### src/rtl/fifo_vr_drain_pkg.sv
// -----------------------------------------------------------------------------
// fifo_vr_drain_pkg
// Shared constants, types and helpers for the FIFO-to-valid/ready drain block
// and its 3-entry output skid buffer.
//   SKID_DEPTH : number of words the output skid buffer can hold
//   skid_cnt_t : occupancy / pointer type of the skid buffer
//   ptr_inc    : advances a skid pointer, wrapping 2 -> 0
// -----------------------------------------------------------------------------
package fifo_vr_drain_pkg;

    localparam int unsigned SKID_DEPTH = 3;

    typedef logic [1:0] skid_cnt_t;

    function automatic skid_cnt_t ptr_inc(input skid_cnt_t p);
        return (p == skid_cnt_t'(SKID_DEPTH - 1)) ? 2'd0 : (p + 2'd1);
    endfunction

endpackage

### src/rtl/fifo_vr_drain_if.sv
// -----------------------------------------------------------------------------
// Interfaces used by fifo_vr_drain.
//   common_sync_fifo_if : access to a synchronous FIFO. Bundle m is driven by the
//                         master (read/write/clr/wdata), bundle s by the FIFO
//                         (nempty/level/rdata, rdata registered with latency 1).
//   vr_if               : valid/ready stream; NV valid bits, NR ready bits and
//                         ND data lanes of type DTYPE.
// -----------------------------------------------------------------------------
interface common_sync_fifo_if #(
    parameter int DW  = 32,
    parameter int DL  = 2,
    parameter int DWO = 1
);
    typedef struct packed {
        logic          read;
        logic          write;
        logic          clr;
        logic [DW-1:0] wdata;
    } m_t;

    typedef struct packed {
        logic              nempty;
        logic [DL:0]       level;
        logic [DW*DWO-1:0] rdata;
    } s_t;

    m_t m;
    s_t s;

    modport master (output m, input  s);
    modport slave  (input  m, output s);
endinterface

interface vr_if #(
    parameter int  NV    = 1,
    parameter int  NR    = 1,
    parameter int  ND    = 1,
    parameter type DTYPE = logic
);
    logic [NV-1:0] valid;
    logic [NR-1:0] ready;
    DTYPE          data [ND];

    modport master (output valid, output data, input  ready);
    modport slave  (input  valid, input  data, output ready);
endinterface

### src/rtl/fifo_vr_skid3.sv
// -----------------------------------------------------------------------------
// fifo_vr_skid3
// Three-entry circular skid buffer. Head data and valid come straight from
// registers; the storage itself is not reset.
//   clk       : clock
//   srst      : synchronous clear of pointers and count (reset or flush)
//   push      : write push_data at the tail
//   push_data : incoming word
//   pop       : drop the head word
//   head_data : word at the head
//   valid     : buffer holds at least one word
//   count     : occupancy 0..3
// fifo_vr_skid3_chk holds the overflow assertion for this buffer.
// -----------------------------------------------------------------------------
module fifo_vr_skid3
    import fifo_vr_drain_pkg::*;
#(
    parameter int DW = 32
) (
    input  logic          clk,
    input  logic          srst,
    input  logic          push,
    input  logic [DW-1:0] push_data,
    input  logic          pop,
    output logic [DW-1:0] head_data,
    output logic          valid,
    output skid_cnt_t     count
);
    logic [DW-1:0] mem [SKID_DEPTH];
    skid_cnt_t     head;
    skid_cnt_t     tail;

    // Pointer and occupancy update; push and pop together leave count as is
    always_ff @(posedge clk) begin
        if (srst) begin
            head  <= 2'd0;
            tail  <= 2'd0;
            count <= 2'd0;
        end else begin
            if (push) begin
                tail <= ptr_inc(tail);
            end else begin
                tail <= tail;
            end
            if (pop) begin
                head <= ptr_inc(head);
            end else begin
                head <= head;
            end
            case ({push, pop})
                2'b10:   count <= count + 2'd1;
                2'b01:   count <= count - 2'd1;
                default: count <= count;
            endcase
        end
    end

    // Word storage, deliberately without reset
    always_ff @(posedge clk) begin
        if (push && !srst) begin
            mem[tail] <= push_data;
        end
    end

    assign valid     = (count != 2'd0);
    assign head_data = mem[head];

    fifo_vr_skid3_chk u_chk (
        .clk   (clk),
        .srst  (srst),
        .push  (push),
        .count (count)
    );
endmodule

// -----------------------------------------------------------------------------
// fifo_vr_skid3_chk
// Property checker for fifo_vr_skid3: a push into a full buffer is a bug in
// the read-issue logic upstream.
// -----------------------------------------------------------------------------
module fifo_vr_skid3_chk
    import fifo_vr_drain_pkg::*;
(
    input logic      clk,
    input logic      srst,
    input logic      push,
    input skid_cnt_t count
);
    a_no_push_when_full : assert property (
        @(posedge clk) disable iff (srst) !(push && (count == 2'd3))
    );
endmodule

### src/rtl/fifo_vr_drain.sv
// -----------------------------------------------------------------------------
// fifo_vr_drain
// Drains the read side of a synchronous FIFO (registered rdata, latency 1)
// into a valid/ready stream through a 3-entry skid buffer, so the FIFO read
// never depends combinationally on downstream ready.
//   DW, DL   : data width and FIFO depth log2 (must match the FIFO interface)
//   clk      : clock
//   rst      : synchronous active-high reset, overrides flush
//   flush    : synchronous drain flush; clears the FIFO and the buffer
//   fifo     : common_sync_fifo_if master (read side only, write tied off)
//   out      : vr_if master, one valid, one ready, one DW-bit lane
//   xfer_cnt : handshake counter, present only with FIFO_VR_DRAIN_STAT_EN
// -----------------------------------------------------------------------------
module fifo_vr_drain
    import fifo_vr_drain_pkg::*;
#(
    parameter int DW = 32,
    parameter int DL = 2
) (
    input  logic               clk,
    input  logic               rst,
    input  logic               flush,
    common_sync_fifo_if.master fifo,
    vr_if.master               out
`ifdef FIFO_VR_DRAIN_STAT_EN
    ,
    output logic [31:0]        xfer_cnt
`endif
);
    skid_cnt_t     count;
    logic          inflight;
    logic          read_s;
    logic          push_s;
    logic          pop_s;
    logic          skid_clear_s;
    logic          skid_valid_s;
    logic [DW-1:0] head_data_s;
    logic [2:0]    committed_s;

    if (DL < 1) begin : g_bad_dl
        $error("fifo_vr_drain: DL must be at least 1");
    end

    // Words already owned by the buffer, counting the one returning next cycle
    always_comb begin
        committed_s = {1'b0, count} + {2'b00, inflight};
    end

    // Read issue from registered occupancy only, so it can never overfill
    always_comb begin
        if (!rst && !flush && fifo.s.nempty && (committed_s < 3'(SKID_DEPTH))) begin
            read_s = 1'b1;
        end else begin
            read_s = 1'b0;
        end
    end

    // In-flight flag: rdata for a read issued now arrives next cycle
    always_ff @(posedge clk) begin
        if (rst) begin
            inflight <= 1'b0;
        end else if (flush) begin
            inflight <= 1'b0;
        end else begin
            inflight <= read_s;
        end
    end

    // A flush in the return cycle discards the word instead of storing it
    assign push_s       = inflight & ~flush;
    assign pop_s        = skid_valid_s & out.ready[0];
    assign skid_clear_s = rst | flush;

    fifo_vr_skid3 #(
        .DW (DW)
    ) u_skid (
        .clk       (clk),
        .srst      (skid_clear_s),
        .push      (push_s),
        .push_data (fifo.s.rdata),
        .pop       (pop_s),
        .head_data (head_data_s),
        .valid     (skid_valid_s),
        .count     (count)
    );

    assign out.valid    = skid_valid_s;
    assign out.data[0]  = head_data_s;

    assign fifo.m.read  = read_s;
    assign fifo.m.clr   = flush & ~rst;
    assign fifo.m.write = 1'b0;
    assign fifo.m.wdata = {DW{1'b0}};

`ifdef FIFO_VR_DRAIN_STAT_EN
    // Handshake counter; survives flush, wraps at 2^32
    always_ff @(posedge clk) begin
        if (rst) begin
            xfer_cnt <= 32'd0;
        end else if (pop_s) begin
            xfer_cnt <= xfer_cnt + 32'd1;
        end else begin
            xfer_cnt <= xfer_cnt;
        end
    end
`endif

endmodule
### src/flat_wrapper.sv
// flat-port wrapper written by rule: the top's interface ports become plain ports
module fifo_vr_drain_flat import fifo_vr_drain_pkg::*;
#(
    parameter int DW = 32,
    parameter int DL = 2
)
  (clk, rst, flush, fifo_m, fifo_s, out_valid, out_data, out_ready);
  common_sync_fifo_if #(.DW(DW), .DL(DL)) fifo_i ();
  vr_if out_i ();
  input  logic clk;
  input  logic rst;
  input  logic flush;
  output wire logic [$bits(fifo_i.m)-1:0] fifo_m;
  input wire logic [$bits(fifo_i.s)-1:0] fifo_s;
  output wire logic [$bits(out_i.valid)-1:0] out_valid;
  output wire logic [$bits(out_i.data)-1:0] out_data;
  input wire logic [$bits(out_i.ready)-1:0] out_ready;
  assign fifo_m = fifo_i.m;
  assign fifo_i.s = fifo_s;
  assign out_valid = out_i.valid;
  assign out_data = {>>{out_i.data}};
  assign out_i.ready = out_ready;
  fifo_vr_drain #(.DW(DW), .DL(DL)) u_core (.clk(clk), .rst(rst), .flush(flush), .fifo(fifo_i), .out(out_i));
endmodule
### config.mk
export PLATFORM = sky130hd
export DESIGN_NAME = fifo_vr_drain_flat
export DESIGN_NICKNAME = d
export VERILOG_FILES = /design/src/rtl/fifo_vr_drain_pkg.sv /design/src/rtl/fifo_vr_drain_if.sv /design/src/rtl/fifo_vr_skid3.sv /design/src/rtl/fifo_vr_drain.sv /design/src/flat_wrapper.sv
export SDC_FILE = /design/constraint.sdc
export NUM_CORES = 1
export LEC_CHECK = 0
export CAP_MARGIN = 10
export CORE_MARGIN = 3
export CORE_UTILIZATION = 60
export CTS_BUF_LIST = sky130_fd_sc_hd__clkbuf_4
export DETAILED_ROUTE_END_ITERATION = 8
export HOLD_SLACK_MARGIN = 0.1
export PLACE_DENSITY_LB_ADDON = 0.05
export SYNTH_ARGS = -nofsm -noshare
export SYNTH_HDL_FRONTEND = slang
export SYNTH_HIERARCHICAL = 1
export SYNTH_SLANG_ARGS = --single-unit
export TNS_END_PERCENT = 1
### constraint.sdc
create_clock -name clk -period 11.55 [get_ports clk]
set_clock_uncertainty 0.15 [all_clocks]
set_input_delay 1.7325 -clock clk [delete_from_list [all_inputs] [get_ports clk]]
set_output_delay 1.7325 -clock clk [all_outputs]
set_load 0.005 [all_outputs]
======== Word-level counts from Yosys, hierarchy flattened ========
Memory sizes are Yosys's and may differ from the RTL's. A register that Yosys moved wholly into a read port is not among the register bits.
Cells that the tools add are included.
word-level totals
  register bits after elaboration ......... 7
  RAM bits ................................ 96
  input bits .............................. 40
  output and inout port bits .............. 37
  word-level logic and storage cells ...... 39
  memories kept ........................... 1
cells by class
  add/sub/neg operators ................... 5
  magnitude comparators ................... 1
  equality and inequality tests ........... 4
  multiplexer cells ....................... 8
  bitwise logic cells ..................... 6
  reductions and logical operators ........ 10
memory list
  name               depth  width  rd ports  clocked after Yosys merged registers in  write ports  line                 text
  u_core.u_skid.mem  3      32     1         1                                        1            fifo_vr_skid3.sv:29  logic [DW-1:0] mem [SKID_DEPTH];
operators by type and width
  operator               count
  $mux W2                4
  $add A2 B1 Y2 const B  3
  $eq A2 B2 Y1 const B   3
  $logic_and A1 B1 Y1    4
  $pmux W2 S2            1
  $reduce_bool A2 Y1     2
  $add A2 B1 Y3          1
  $and A1 B1 Y1          3
  $logic_not A1 Y1       3
  $lt A3 B2 Y1 const B   1
  $mux W1                3
  $eq A2 B1 Y1 const B   1
  $not A1 Y1             2
  $reduce_or A2 Y1       1
  $sub A2 B1 Y2 const B  1
  $or A1 B1 Y1           1

======== Depth between registers and ports, before layout ========
  depth in word-level cells ............... 5
  mapped depth ............................ 6
  mapped depth without buffers ............ 6

======== Modules after synthesis ========
The synthesis kept the hierarchy.
modules (own cells, without submodules)
  module         instances  cells an instance  area each (µm²)  sequential area each (µm²)
  fifo_vr_skid3  1          238                3866.2           3042.9
  fifo_vr_drain  1          45                 360.3            20.0

======== Least setup slack after synthesis ========
No wires, ideal clock.
  path kind ............................... input to register
  start ................................... in flush
  end ..................................... mem u_core.u_skid.mem[2][0] (enable)
  setup time .............................. 461 ps
  arrival time ............................ 4434 ps
  data required time ...................... 10939 ps
  slack ................................... 6505 ps
  stages .................................. 3
  buffers on the path ..................... 1
  cell sequence ........................... or2_4 clkbuf_1 nor3_1
between the ends
  longest elaborated chain between the ends .. 5
  elaborated cells between the ends (all ways) .. 7
  classes of those cells .................. mux: 2; bitwise: 3; reduce/logical: 2
RTL lines
  element                                            line                                      text
  from (decl)                                        flat_wrapper.sv:12                        input logic flush;
  $or A1 B1 Y1 or $not A1 Y1 (tied branches)         fifo_vr_drain.sv:72, fifo_vr_drain.sv:70
  $logic_not A1 Y1 or $and A1 B1 Y1 (tied branches)  fifo_vr_skid3.sv:60, fifo_vr_drain.sv:70
  $logic_and A1 B1 Y1 *                              fifo_vr_skid3.sv:60                       if (push && !srst) begin
  $mux W1 *                                          fifo_vr_skid3.sv:60
  $mux W1 (implied by the code) *                    fifo_vr_skid3.sv:61                       mem[tail] <= push_data;
  to (decl)                                          fifo_vr_skid3.sv:29
Mark *: on every way between the ends. The rest lies on a longest branch, timed or not.

======== Final worst setup path ========
  start ................................... in flush
  end ..................................... out fifo_m[34]
between the ends
  longest elaborated chain between the ends .. 5
RTL lines
  element                           line                 text
  $logic_not A1 Y1                  fifo_vr_drain.sv:51  if (!rst && !flush && fifo.s.nempty && (committed_s < 3'(SKID_DEPTH))) begin
  $logic_and A1 B1 Y1 (3 in a row)  fifo_vr_drain.sv:51
  $mux W1                           fifo_vr_drain.sv:51
  to (decl)                         flat_wrapper.sv:13   output wire logic [$bits(fifo_i.m)-1:0] fifo_m;
Every way passes these cells.

==> flow_summary.json <==
{
  "status": "finished, final reports clean",
  "powerDensity_nw_per_um2": 99.4,
  "final_common_cell": "conb_1",
  "rsz0062_at_grt": "no",
  "start_kind": "input pin",
  "wire_per_inst_um": 8.97,
  "fill_cells": 115,
  "antenna_found_initial": 0,
  "rows": 12,
  "leakage_nw": 0.335,
  "cpPeakStageDelay_ps": 570,
  "hold_viol": 0,
  "rrSetupSlack_ps": 9700,
  "clk_latency_ps": 270,
  "grt_overflow_total": 0,
  "crit_top_cell": "clkdlybuf4s50_1",
  "cp.required_ps": 9670,
  "avgSynthCellArea_um2": 8.94,
  "synthesis.area_um2": 813,
  "fin_util_pct": 65.7,
  "netlist_instances": 91,
  "grt_pass1_wl_mm": 1.46,
  "clkSinkCount": 12,
  "gp_congestion": 0.642,
  "crit_chain": "clkdlybuf4s50_1 > or2_4 > a2111oi_1 > clkdlybuf4s50_1",
  "regToRegEndpoint": "u_core/u_skid/count[1]",
  "drtPass1Iterations": 4,
  "dp_hpwl_um": 809,
  "start_util_pct": 68.6,
  "drive_above_1_share_pct": 7.29,
  "multi_input_area_um2": 364,
  "clk_path_buf_depth": 2,
  "areaGrowthSynthToFinish_pct": -4.15,
  "via_per_inst": 4.22,
  "internal_power_mw": 0.0592,
  "die_h_um": 42.8,
  "pin_count": 77,
  "pwr-share-seq_pct": 56.2,
  "root_buffer": "clkbuf_4",
  "vias": 464,
  "setup_ws_ps": 6280,
  "final_cell_mix": "33 x conb_1, 9 x clkdlybuf4s50_1, 9 x dfxtp_1",
  "cts_resized": 0,
  "nNetsFinal": 140,
  "post_cts_buffers": 0,
  "hp-class": "register to register",
  "grt_pass1_vias": 362,
  "p_sw_mw": 0.0183,
  "r2r-start": "u_core/u_skid/count[0]",
  "pre_cts_ws_ps": 6280,
  "numCtsBuffers": 3,
  "grt_usage_pct": 10.6,
  "finalSetupTns_ps": 0,
  "setup_viol": 0,
  "grt_max_degree": 12,
  "ir_drop_mv": 0.0854,
  "die-area_um2": 1830,
  "switching_share_pct": 23.6,
  "h-tree-depth": 1,
  "path_buf_inv": 2,
  "synth_warnings": 6,
  "portBuffers": 9,
  "placedCellCount": 106,
  "die_w_um": 42.8,
  "cp_top_family": "buffers and inverters",
  "slowest_stage": "clkdlybuf4s50_1",
  "core_um2": 1190,
  "worstSetupEndpointType": "output port",
  "period_share_pct": 45.7,
  "cts_tree": "done",
  "diodes": 0,
  "fin_cells": 110,
  "layout.area.seq_um2": 270,
  "combinationalPowerShare_pct": 10.5,
  "period_needed_ps": 5270,
  "worstPathArrival_ps": 3390,
  "fmax_mhz": 190,
  "drtIter0Drc": 7,
  "drcViolationCount": 0,
  "hold_end": "u_core/u_skid/tail[1]",
  "hold_buffers": 0,
  "path_max_fanout": 11,
  "finalWirelength_um": 987,
  "finalMaxSlewViolations": 0,
  "clockPowerShare_pct": 33.3,
  "finalPower_mw": 0.0775,
  "maxCapViolCount": 0,
  "reg2regPathDepth": 5,
  "crit_start": "flush",
  "holdCritStartpoint": "u_core/u_skid/tail[1]",
  "critical_path_class": "input pin to output port",
  "path_clk_slew_ps": 70,
  "min_path_cells": 2,
  "ant_nets": 0
}
power groups by stage:
stage,sequential [mW],clock [mW],combinational [mW]
global placement,0.0445,0,0.00782
CTS,0.0435,0.0270,0.00788
detailed placement,0.0445,0,0.00782
global route,0.0436,0.0287,0.00928
floorplan,0.0444,0,0.0133
finish,0.0435,0.0258,0.00814
worst min-delay path: cells and delay by family (launching register included):
kind               cells  cell delay (ps)
AOI/OAI and AO/OA      1               50
DFF                    1              330
and+or+nand+nor        1               70
final cells by class:
class	count	area share, %
Clock buffer	3	2.89
Sequential cell	12	34.7
Multi-Input combinational cell	68	46.7
Timing Repair Buffer	9	11.6
Tap cell	14	2.25
Inverter	3	1.44
Clock inverter	1	0.482
metal layers:
metal	GRT usage, %	vias up	wire length, µm
met5	0	-	0
met4	3.73	0	0
met3	6.78	0	127
met2	16.2	27	501
met1	11.9	202	358
li1	-	235	-
worst max-delay path by stage:
| stage | cells after the start | endpoint | slack (ps) |
|---|---|---|---|
| 2_1_floorplan | 3 | fifo_m[34] | 7230 |
| 3_3_place_gp | 4 | fifo_m[34] | 6260 |
| 3_5_place_dp | 4 | fifo_m[34] | 6280 |
| 4_1_cts | 4 | fifo_m[34] | 6260 |
| 5_1_grt | 4 | fifo_m[34] | 6140 |
| 6_report | 4 | fifo_m[34] | 6280 |
per-stage QoR:
step           area [µm²]  hold WS [ps]
6_report              779           345
5_1_grt               779           397
4_1_cts               779           344
3_5_place_dp          753           332
3_3_place_gp          753           325
2_1_floorplan         933           310
Power figures use the tool's default switching activity.
